**src/rtl/clock_set_ctrl_pkg.sv**
```systemverilog
`default_nettype none
// ============================================================================
// Package : clock_pkg
// Brief   : Shared state/field encodings and time-range limits for the clock.
// Rev     : 1.0
// ============================================================================
package clock_pkg;

    typedef enum logic [2:0] {
        ST_IDLE   = 3'd0,
        ST_EDIT_H = 3'd1,
        ST_EDIT_M = 3'd2,
        ST_EDIT_S = 3'd3,
        ST_COMMIT = 3'd4
    } state_t;

    typedef enum logic [1:0] {
        FIELD_NONE = 2'd0,
        FIELD_HRS  = 2'd1,
        FIELD_MIN  = 2'd2,
        FIELD_SEC  = 2'd3
    } field_t;

    localparam logic [5:0] HRS24_MAX  = 6'd23;
    localparam logic [5:0] HRS12_MIN  = 6'd1;
    localparam logic [5:0] HRS12_MAX  = 6'd12;
    localparam logic [5:0] MINSEC_MAX = 6'd59;

    // Midnight has no 0 in 12 h notation; it is shown as 12.
    function automatic logic [5:0] entry_hrs(input logic fmt_12h, input logic [5:0] hrs);
        return (fmt_12h && (hrs == 6'd0)) ? HRS12_MAX : hrs;
    endfunction

endpackage
`default_nettype wire

```
**src/rtl/clock_set_ctrl_if.sv**
```systemverilog
`default_nettype none
// ============================================================================
// Interface : clock_set_ctrl_if
// Brief     : Time-load bundle from the set controller to the digital clocks.
// Rev       : 1.0
// ============================================================================
interface clock_set_ctrl_if;

    logic       set_time_o;
    logic [5:0] set_hrs_o;
    logic [5:0] set_min_o;
    logic [5:0] set_sec_o;

    modport master (output set_time_o, set_hrs_o, set_min_o, set_sec_o);
    modport slave  (input  set_time_o, set_hrs_o, set_min_o, set_sec_o);

endinterface
`default_nettype wire

```
**src/rtl/clock_set_ctrl_wrap_step.sv**
```systemverilog
`default_nettype none
// ============================================================================
// Module : wrap_step
// Brief  : Combinational +/-1 with wrap inside a run-time [min, max] range.
// Rev    : 1.0
// ============================================================================
module wrap_step #(
    parameter int WIDTH = 6
) (
    input  logic [WIDTH-1:0] i_value,
    input  logic [WIDTH-1:0] i_min,
    input  logic [WIDTH-1:0] i_max,
    input  logic             i_up,
    input  logic             i_down,
    output logic [WIDTH-1:0] o_value
);

    always_comb begin
        o_value = i_value;
        if (i_up) begin
            o_value = (i_value >= i_max) ? i_min : i_value + 1'b1;
        end else if (i_down) begin
            o_value = (i_value <= i_min) ? i_max : i_value - 1'b1;
        end
    end

endmodule
`default_nettype wire

```
**src/rtl/clock_set_ctrl.sv**
```systemverilog
`default_nettype none
// ============================================================================
// Module : clock_set_ctrl
// Brief  : Three-button hh:mm:ss editor with auto-repeat, timeout and blink.
// Rev    : 1.0
// ============================================================================
module clock_set_ctrl #(
    parameter int HOLD_TICKS    = 500,
    parameter int REPEAT_TICKS  = 100,
    parameter int TIMEOUT_TICKS = 30000,
    parameter int BLINK_TICKS   = 250
) (
    input  logic                    clk_i,
    input  logic                    reset_i,
    input  logic                    tick_1khz_i,
    input  logic                    btn_set_i,
    input  logic                    btn_up_i,
    input  logic                    btn_down_i,
    input  logic                    fmt_12h_i,
    input  logic [5:0]              cur_hrs_i,
    input  logic [5:0]              cur_min_i,
    input  logic [5:0]              cur_sec_i,
    clock_set_ctrl_if.master        set_bus,
    output logic                    edit_o,
    output logic [1:0]              field_o,
    output logic                    blink_o
);

    import clock_pkg::*;

    localparam int HOLD_W  = $clog2(HOLD_TICKS + REPEAT_TICKS);
    localparam int TO_W    = $clog2(TIMEOUT_TICKS + 1);
    localparam int BLINK_W = $clog2(BLINK_TICKS + 1);

    localparam logic [HOLD_W-1:0]  c_hold_last   = HOLD_W'(HOLD_TICKS - 1);
    localparam logic [HOLD_W-1:0]  c_hold_reload = HOLD_W'(HOLD_TICKS);
    localparam logic [HOLD_W-1:0]  c_rep_last    = HOLD_W'(HOLD_TICKS + REPEAT_TICKS - 1);
    localparam logic [TO_W-1:0]    c_to_last     = TO_W'(TIMEOUT_TICKS - 1);
    localparam logic [BLINK_W-1:0] c_blink_last  = BLINK_W'(BLINK_TICKS - 1);

    state_t              r_state;
    field_t              r_field;
    logic                r_edit;
    logic                r_blink;
    logic                r_set_time;
    logic [5:0]          r_hrs;
    logic [5:0]          r_min;
    logic [5:0]          r_sec;
    logic                r_set_q;
    logic                r_up_q;
    logic                r_down_q;
    logic [HOLD_W-1:0]   r_hold_cnt;
    logic [TO_W-1:0]     r_to_cnt;
    logic [BLINK_W-1:0]  r_blink_cnt;

    logic                w_set_rise;
    logic                w_up_rise;
    logic                w_dn_rise;
    logic                w_any_edge;
    logic                w_one_held;
    logic                w_rep_fire;
    logic                w_timeout;
    logic                w_blink_toggle;
    logic                w_gate;
    logic                w_step_up;
    logic                w_step_dn;
    logic                w_hrs_bad;
    logic [5:0]          w_cur_val;
    logic [5:0]          w_min_val;
    logic [5:0]          w_max_val;
    logic [5:0]          w_next_val;

    // Previous levels reset high so a button held through reset is not an edge.
    always_ff @(posedge clk_i or negedge reset_i) begin
        if (!reset_i) begin
            r_set_q  <= 1'b1;
            r_up_q   <= 1'b1;
            r_down_q <= 1'b1;
        end else begin
            r_set_q  <= btn_set_i;
            r_up_q   <= btn_up_i;
            r_down_q <= btn_down_i;
        end
    end

    assign w_set_rise = btn_set_i  & ~r_set_q;
    assign w_up_rise  = btn_up_i   & ~r_up_q;
    assign w_dn_rise  = btn_down_i & ~r_down_q;
    assign w_any_edge = (btn_set_i ^ r_set_q) | (btn_up_i ^ r_up_q) | (btn_down_i ^ r_down_q);
    assign w_one_held = btn_up_i ^ btn_down_i;

    always_ff @(posedge clk_i or negedge reset_i) begin
        if (!reset_i) begin
            r_hold_cnt <= '0;
        end else if (!r_edit || !w_one_held || w_up_rise || w_dn_rise) begin
            r_hold_cnt <= '0;
        end else if (tick_1khz_i) begin
            r_hold_cnt <= (r_hold_cnt == c_rep_last) ? c_hold_reload : r_hold_cnt + 1'b1;
        end
    end

    assign w_rep_fire = r_edit & w_one_held & tick_1khz_i & ~w_up_rise & ~w_dn_rise &
                        ((r_hold_cnt == c_hold_last) | (r_hold_cnt == c_rep_last));

    always_ff @(posedge clk_i or negedge reset_i) begin
        if (!reset_i) begin
            r_to_cnt <= '0;
        end else if (!r_edit || w_any_edge) begin
            r_to_cnt <= '0;
        end else if (tick_1khz_i) begin
            r_to_cnt <= r_to_cnt + 1'b1;
        end
    end

    assign w_timeout = r_edit & tick_1khz_i & ~w_any_edge & (r_to_cnt == c_to_last);

    always_ff @(posedge clk_i or negedge reset_i) begin
        if (!reset_i) begin
            r_blink_cnt <= '0;
        end else if (!r_edit) begin
            r_blink_cnt <= '0;
        end else if (tick_1khz_i) begin
            r_blink_cnt <= (r_blink_cnt == c_blink_last) ? '0 : r_blink_cnt + 1'b1;
        end
    end

    assign w_blink_toggle = r_edit & tick_1khz_i & (r_blink_cnt == c_blink_last);

    // Set has priority: a step arriving with a set edge is dropped.
    assign w_gate    = r_edit & ~w_set_rise & ~w_timeout;
    assign w_step_up = w_gate & ((w_up_rise & ~btn_down_i) | (w_rep_fire & btn_up_i));
    assign w_step_dn = w_gate & ((w_dn_rise & ~btn_up_i)   | (w_rep_fire & btn_down_i));
    assign w_hrs_bad = fmt_12h_i & ((r_hrs == 6'd0) | (r_hrs > HRS12_MAX));

    always_comb begin
        w_cur_val = r_sec;
        w_min_val = 6'd0;
        w_max_val = MINSEC_MAX;
        case (r_state)
            ST_EDIT_H: begin
                w_cur_val = r_hrs;
                w_min_val = fmt_12h_i ? HRS12_MIN : 6'd0;
                w_max_val = fmt_12h_i ? HRS12_MAX : HRS24_MAX;
            end
            ST_EDIT_M: w_cur_val = r_min;
            default:   w_cur_val = r_sec;
        endcase
    end

    wrap_step #(
        .WIDTH (6)
    ) u_step (
        .i_value (w_cur_val),
        .i_min   (w_min_val),
        .i_max   (w_max_val),
        .i_up    (w_step_up),
        .i_down  (w_step_dn),
        .o_value (w_next_val)
    );

    always_ff @(posedge clk_i or negedge reset_i) begin
        if (!reset_i) begin
            r_state    <= ST_IDLE;
            r_field    <= FIELD_NONE;
            r_edit     <= 1'b0;
            r_blink    <= 1'b0;
            r_set_time <= 1'b0;
            r_hrs      <= '0;
            r_min      <= '0;
            r_sec      <= '0;
        end else begin
            r_set_time <= 1'b0;
            case (r_state)
                ST_IDLE: begin
                    if (w_set_rise) begin
                        r_state <= ST_EDIT_H;
                        r_field <= FIELD_HRS;
                        r_edit  <= 1'b1;
                        r_blink <= 1'b1;
                        r_hrs   <= entry_hrs(fmt_12h_i, cur_hrs_i);
                        r_min   <= cur_min_i;
                        r_sec   <= cur_sec_i;
                    end
                end
                ST_EDIT_H, ST_EDIT_M, ST_EDIT_S: begin
                    if (w_blink_toggle) begin
                        r_blink <= ~r_blink;
                    end
                    if (w_step_up || w_step_dn) begin
                        case (r_state)
                            ST_EDIT_H: r_hrs <= w_next_val;
                            ST_EDIT_M: r_min <= w_next_val;
                            default:   r_sec <= w_next_val;
                        endcase
                    end
                    // A switch to 12 h mid-edit pulls illegal hours back into range.
                    if (w_hrs_bad) begin
                        r_hrs <= HRS12_MAX;
                    end
                    if (w_set_rise) begin
                        case (r_state)
                            ST_EDIT_H: begin
                                r_state <= ST_EDIT_M;
                                r_field <= FIELD_MIN;
                            end
                            ST_EDIT_M: begin
                                r_state <= ST_EDIT_S;
                                r_field <= FIELD_SEC;
                            end
                            default: begin
                                r_state    <= ST_COMMIT;
                                r_field    <= FIELD_NONE;
                                r_edit     <= 1'b0;
                                r_blink    <= 1'b0;
                                r_set_time <= 1'b1;
                            end
                        endcase
                    end else if (w_timeout) begin
                        r_state <= ST_IDLE;
                        r_field <= FIELD_NONE;
                        r_edit  <= 1'b0;
                        r_blink <= 1'b0;
                    end
                end
                ST_COMMIT: begin
                    r_state <= ST_IDLE;
                end
                default: begin
                    r_state <= ST_IDLE;
                    r_field <= FIELD_NONE;
                    r_edit  <= 1'b0;
                    r_blink <= 1'b0;
                end
            endcase
        end
    end

    assign set_bus.set_time_o = r_set_time;
    assign set_bus.set_hrs_o  = r_hrs;
    assign set_bus.set_min_o  = r_min;
    assign set_bus.set_sec_o  = r_sec;
    assign edit_o             = r_edit;
    assign field_o            = r_field;
    assign blink_o            = r_blink;

endmodule
`default_nettype wire

```
**src/flat_wrapper.sv**
```systemverilog
// flat-port wrapper written by rule: the top's interface ports become plain ports
module clock_set_ctrl_flat import clock_pkg::*;
#(
    parameter int HOLD_TICKS    = 500,
    parameter int REPEAT_TICKS  = 100,
    parameter int TIMEOUT_TICKS = 30000,
    parameter int BLINK_TICKS   = 250
)
  (clk_i, reset_i, tick_1khz_i, btn_set_i, btn_up_i, btn_down_i, fmt_12h_i, cur_hrs_i, cur_min_i, cur_sec_i, edit_o, field_o, blink_o, set_bus_set_time_o, set_bus_set_hrs_o, set_bus_set_min_o, set_bus_set_sec_o);
  clock_set_ctrl_if set_bus_i ();
  input  logic clk_i;
  input  logic reset_i;
  input  logic tick_1khz_i;
  input  logic btn_set_i;
  input  logic btn_up_i;
  input  logic btn_down_i;
  input  logic fmt_12h_i;
  input  logic [5:0] cur_hrs_i;
  input  logic [5:0] cur_min_i;
  input  logic [5:0] cur_sec_i;
  output logic edit_o;
  output logic [1:0] field_o;
  output logic blink_o;
  output wire logic [$bits(set_bus_i.set_time_o)-1:0] set_bus_set_time_o;
  output wire logic [$bits(set_bus_i.set_hrs_o)-1:0] set_bus_set_hrs_o;
  output wire logic [$bits(set_bus_i.set_min_o)-1:0] set_bus_set_min_o;
  output wire logic [$bits(set_bus_i.set_sec_o)-1:0] set_bus_set_sec_o;
  assign set_bus_set_time_o = set_bus_i.set_time_o;
  assign set_bus_set_hrs_o = set_bus_i.set_hrs_o;
  assign set_bus_set_min_o = set_bus_i.set_min_o;
  assign set_bus_set_sec_o = set_bus_i.set_sec_o;
  clock_set_ctrl #(.HOLD_TICKS(HOLD_TICKS), .REPEAT_TICKS(REPEAT_TICKS), .TIMEOUT_TICKS(TIMEOUT_TICKS), .BLINK_TICKS(BLINK_TICKS)) u_core (.clk_i(clk_i), .reset_i(reset_i), .tick_1khz_i(tick_1khz_i), .btn_set_i(btn_set_i), .btn_up_i(btn_up_i), .btn_down_i(btn_down_i), .fmt_12h_i(fmt_12h_i), .cur_hrs_i(cur_hrs_i), .cur_min_i(cur_min_i), .cur_sec_i(cur_sec_i), .set_bus(set_bus_i), .edit_o(edit_o), .field_o(field_o), .blink_o(blink_o));
endmodule
```
**config.mk**
```make
export PLATFORM = sky130hd
export DESIGN_NAME = clock_set_ctrl_flat
export DESIGN_NICKNAME = d
export VERILOG_FILES = /design/src/rtl/clock_set_ctrl_pkg.sv /design/src/rtl/clock_set_ctrl_if.sv /design/src/rtl/clock_set_ctrl_wrap_step.sv /design/src/rtl/clock_set_ctrl.sv /design/src/flat_wrapper.sv
export SDC_FILE = /design/constraint.sdc
export NUM_CORES = 1
export LEC_CHECK = 0
export CORE_UTILIZATION = 45
export CTS_BUF_LIST = sky130_fd_sc_hd__clkbuf_4 sky130_fd_sc_hd__clkbuf_8
export DETAILED_ROUTE_END_ITERATION = 12
export HOLD_SLACK_MARGIN = 0.02
export PLACE_DENSITY = 0.69
export SLEW_MARGIN = 20
export SYNTH_ARGS = -nofsm -noshare
export SYNTH_HDL_FRONTEND = slang
export SYNTH_SLANG_ARGS = --single-unit
```
**constraint.sdc**
```tcl
create_clock -name clk_i -period 3.05 [get_ports clk_i]
set_input_delay 0.4575 -clock clk_i [delete_from_list [all_inputs] [get_ports clk_i]]
set_output_delay 0.4575 -clock clk_i [all_outputs]
set_load 0.01 [all_outputs]
```
==> results_dict.tcl <==
set metrics [dict create \
    postSynth.topFlopCell "sky130_fd_sc_hd__dfrtp_1" \
    yosysSeqAreaShare_pct 37.2 \
    worst_setup_path_start_kind "flop" \
    vdd_drop_max_v 0.000548 \
    cts-htree-levels 3 \
    port-buffer-count 47 \
    netlist_top_cells_count "sky130_fd_sc_hd__nor2_1, sky130_fd_sc_hd__dfrtp_1, sky130_fd_sc_hd__nand2_1" \
    period_utilization_pct 97.7 \
    grt_util_all_layers_pct 25.8 \
    routed_wire_length_per_instance_microns 17.0 \
    tritoncts "built" \
    synth_largest_type_area_fraction_pct 35.3 \
    unrepaired_setup_endpoints_after_global_routing "yes" \
    synth_top_family_by_area "simple AND/OR/NAND/NOR gates" \
    min_period_ns 2.98 \
    syn_area_per_cell_sq_um 8.76 \
    timing.critical_path.cells "o21ba_2 > buf_4 > a21boi_2 > nor2_2 > inv_1 > ha_1 > a21o_1 > a311o_1 > o22ai_2 > buf_6 > nand4_1 > a21oi_1 > nor2_2 > a221oi_2" \
    synth.net_count 514 \
    timing.max_cap.violations 0 \
    cts_buffer_depth 2 \
    timing.critical_path.required_ns 3.30 \
    dpl_cell_area_sq_um 5270 \
    dieWidth_microns 98.4 \
    cts.reportedPaths.clkPinSlew_ns 0.08 \
    clock_tree.root_cell "sky130_fd_sc_hd__clkbuf_8" \
    synth_compound_gate_area_share_pct 22.4 \
    grt_start_max_net_pins 63 \
    synthAdderAreaFrac_pct 3.83 \
    insertion_delay_ns 0.35 \
    grt_first_pass_wirelength_microns 19700 \
    report.final.setup_viol 0 \
    slowest_delay_ns 0.39 \
    layout-area-overhead-vs-synth_pct 34.2 \
    fillers 761 \
    congestion_overflow_gr 0 \
    fmax_ghz 0.336 \
    core.rowCount 34 \
    finalHoldViolations 0 \
    synthMuxAreaShare_pct 0.479 \
    timing.setup.tns_ns 0 \
    design.final.nets 636 \
    detailroute.via_count 4134 \
    crit_path_depth 14 \
    worst_pin_slew_ns 0.838 \
    slew_headroom_pct 44.1 \
    synthMostInstantiatedCell "sky130_fd_sc_hd__nor2_1" \
    worst_hold_slack_ns 0.283 \
    grt_antenna_before_repair 0 \
    post_detailed_route_drc_marker_count 0 \
    timing.clock.skew_ns 0.00885 \
    hold_class "input pin to async pin" \
    synth-xor-area-share_pct 4.40 \
    drt-vias-per-instance 5.81 \
    detail_route.iter0.violations 214 \
    crit_top_cell "sky130_fd_sc_hd__nor2_2" \
    detail_route.wirelength_microns 12100 \
    post_synth_num_cell_types 81 \
    layout.cell_area.non_filler_sq_um 5610 \
    globalplace.congestion 0.905 \
    synthDominantAreaCellType "sky130_fd_sc_hd__dfrtp_1" \
    core-area_sq_um 8850 \
    cp_max_fo 4 \
    synthesis.instances 477 \
    ys.warnings.count 0 \
    synth_seq_cells 62 \
    critical_path.top_delay_family "compound AO/OA/AOI/OAI gates" \
    cp_num_buf_inv 3 \
    final_max_slew_viol_count 0 \
    outcome "completed" \
    edff_count_synth 0 \
    critPathArrivalTime_ns 3.23 \
    layout-drive-gt1-share_pct 24.8 \
    numCtsBuffers 9 \
    via_count_of_the_first_global_routing_pass 3985 \
    floorplan.initialDensity_pct 47.2 \
    num_antenna_cells 0 \
    rr_worst_depth 14 \
    clock-sinks 62 \
    power.density_nw_per_um2 856 \
    synth_area_in_simple_gates_pct 27.9 \
    drt_pre_antenna_iters 5 \
    crit_path_end_kind "flop" \
    post-dp-hpwl_microns 8960 \
    timing_worst_setup_path_type "flop to flop" \
    cts-hold-fix-buffers 0 \
    async_flop_share_pct 100 \
    detail-route-antenna-nets 0 \
    synthesis.area_sq_um 4180 \
    report.power.total_uw 4800 \
    synth.top_cells.by_area "sky130_fd_sc_hd__dfrtp_1, sky130_fd_sc_hd__nor2_1, sky130_fd_sc_hd__nand2_1, sky130_fd_sc_hd__ha_1, sky130_fd_sc_hd__a21oi_1" \
    worst_path_max_delay_cell "sky130_fd_sc_hd__dfrtp_1" \
    die_h_microns 98.4 \
    io_pins 48 \
    die_outline_area_sq_um 9680 \
    power.static_leakage_uw 0.00244 \
]
## metrics by stage
stage                     std cells  utilization (%)  worst slack (ns)
after CTS                       706             61.6           0.00864
final                           712             63.4            0.0698
after floorplan                 477                -            0.0354
after global placement          690             59.5           -0.0877
after global routing            712             63.4           -0.0403
after detailed placement        690             59.5            -0.127
## what timing repair did
action / in CTS / in global routing
gates resized for setup: 6 / 23
pin swaps: 3 / 9
setup buffers: 0 / 7
endpoints found under the setup margin: 8 / 15
gates cloned: 0 / 0
## area by class of cell
class | instances | area [sq um] | share of cell area (%)
timing repair buffer | 128 | 1090 | 19.4
tap | 108 | 135 | 2.41
sequential | 62 | 1560 | 27.8
multi-input combinational | 376 | 2570 | 45.9
clock buffer | 10 | 131 | 2.34
clock inverter | 6 | 38.8 | 0.692
inverter | 22 | 82.6 | 1.47
## report_power, final
part           leakage (uW)  internal, uW  switching [uW]
Combinational       0.00154          1470            1510
Clock             0.0000855           301             349
Sequential         0.000811           995             184
## logic make-up after synthesis
family | after synthesis
multiplexers | 2
AND/OR/NAND/NOR | 217
flip-flops | 62
adder cells (fa/ha/maj) | 13
XOR/XNOR | 21
buffers and inverters | 39
AO/OA/AOI/OAI | 123
## registers in the layout (all words and copies together), names as in the netlist, 2 cells and up
signal,flops
u_core.field_o,2
u_core.r_blink_cnt,8
u_core.r_hold_cnt,10
u_core.r_state,3
u_core.r_to_cnt,15
u_core.set_bus.set_hrs_o,6
u_core.set_bus.set_min_o,6
u_core.set_bus.set_sec_o,6
## worst register-to-register path, cell delays in order (launching register included)
cell                       delay [ns]
sky130_fd_sc_hd__dfrtp_1         0.39
sky130_fd_sc_hd__o21ba_2         0.25
sky130_fd_sc_hd__buf_4           0.13
sky130_fd_sc_hd__a21boi_2        0.08
sky130_fd_sc_hd__nor2_2          0.18
sky130_fd_sc_hd__inv_1           0.08
sky130_fd_sc_hd__ha_1            0.19
sky130_fd_sc_hd__a21o_1          0.18
sky130_fd_sc_hd__a311o_1         0.33
sky130_fd_sc_hd__o22ai_2         0.13
sky130_fd_sc_hd__buf_6           0.14
sky130_fd_sc_hd__nand4_1         0.22
sky130_fd_sc_hd__a21oi_1         0.23
sky130_fd_sc_hd__nor2_2          0.11
sky130_fd_sc_hd__a221oi_2        0.25
## cell usage in the layout, fill, tap and decap left out, types with 13 or more instances in the layout
cell type and instances:
sky130_fd_sc_hd__a21oi_1 23, sky130_fd_sc_hd__and3_1 13, sky130_fd_sc_hd__buf_4 77, sky130_fd_sc_hd__clkdlybuf4s50_1 46, sky130_fd_sc_hd__dfrtp_1 57, sky130_fd_sc_hd__inv_1 18, sky130_fd_sc_hd__nand2_1 49, sky130_fd_sc_hd__nand3_1 20
sky130_fd_sc_hd__nor2_1 56, sky130_fd_sc_hd__o21ai_0 22
## per-layer routing
metal | part of all wire [%] | global-route usage (%) | vias to the layer above
met4 | 1.8 | 8.96 | 0
met2 | 45 | 39.4 | 124
met1 | 48 | 37.5 | 1996
met5 | 0 | 0 | -
met3 | 5.2 | 3.51 | 18
li1 | - | - | 1996
## path summary, 6_finish.rpt
check                                                 start  slack, ns                                 endpoint
setup / recovery              u_core.r_state[2]$_DFFE_PN0P_       0.07  u_core.set_bus.set_hrs_o[3]$_DFFE_PN0P_
hold / removal                                      reset_i       0.28        u_core.r_blink_cnt[6]$_DFFE_PN0P_
setup reg to reg              u_core.r_state[2]$_DFFE_PN0P_       0.07  u_core.set_bus.set_hrs_o[3]$_DFFE_PN0P_
hold reg to reg            u_core.r_hold_cnt[8]$_DFFE_PN0P_       0.51         u_core.r_hold_cnt[8]$_DFFE_PN0P_
max in group asynchronous                           reset_i       2.15            u_core.r_state[1]$_DFFE_PN0P_
min in group clk_i         u_core.r_hold_cnt[8]$_DFFE_PN0P_       0.51         u_core.r_hold_cnt[8]$_DFFE_PN0P_
Power figures use the tool's default switching activity.
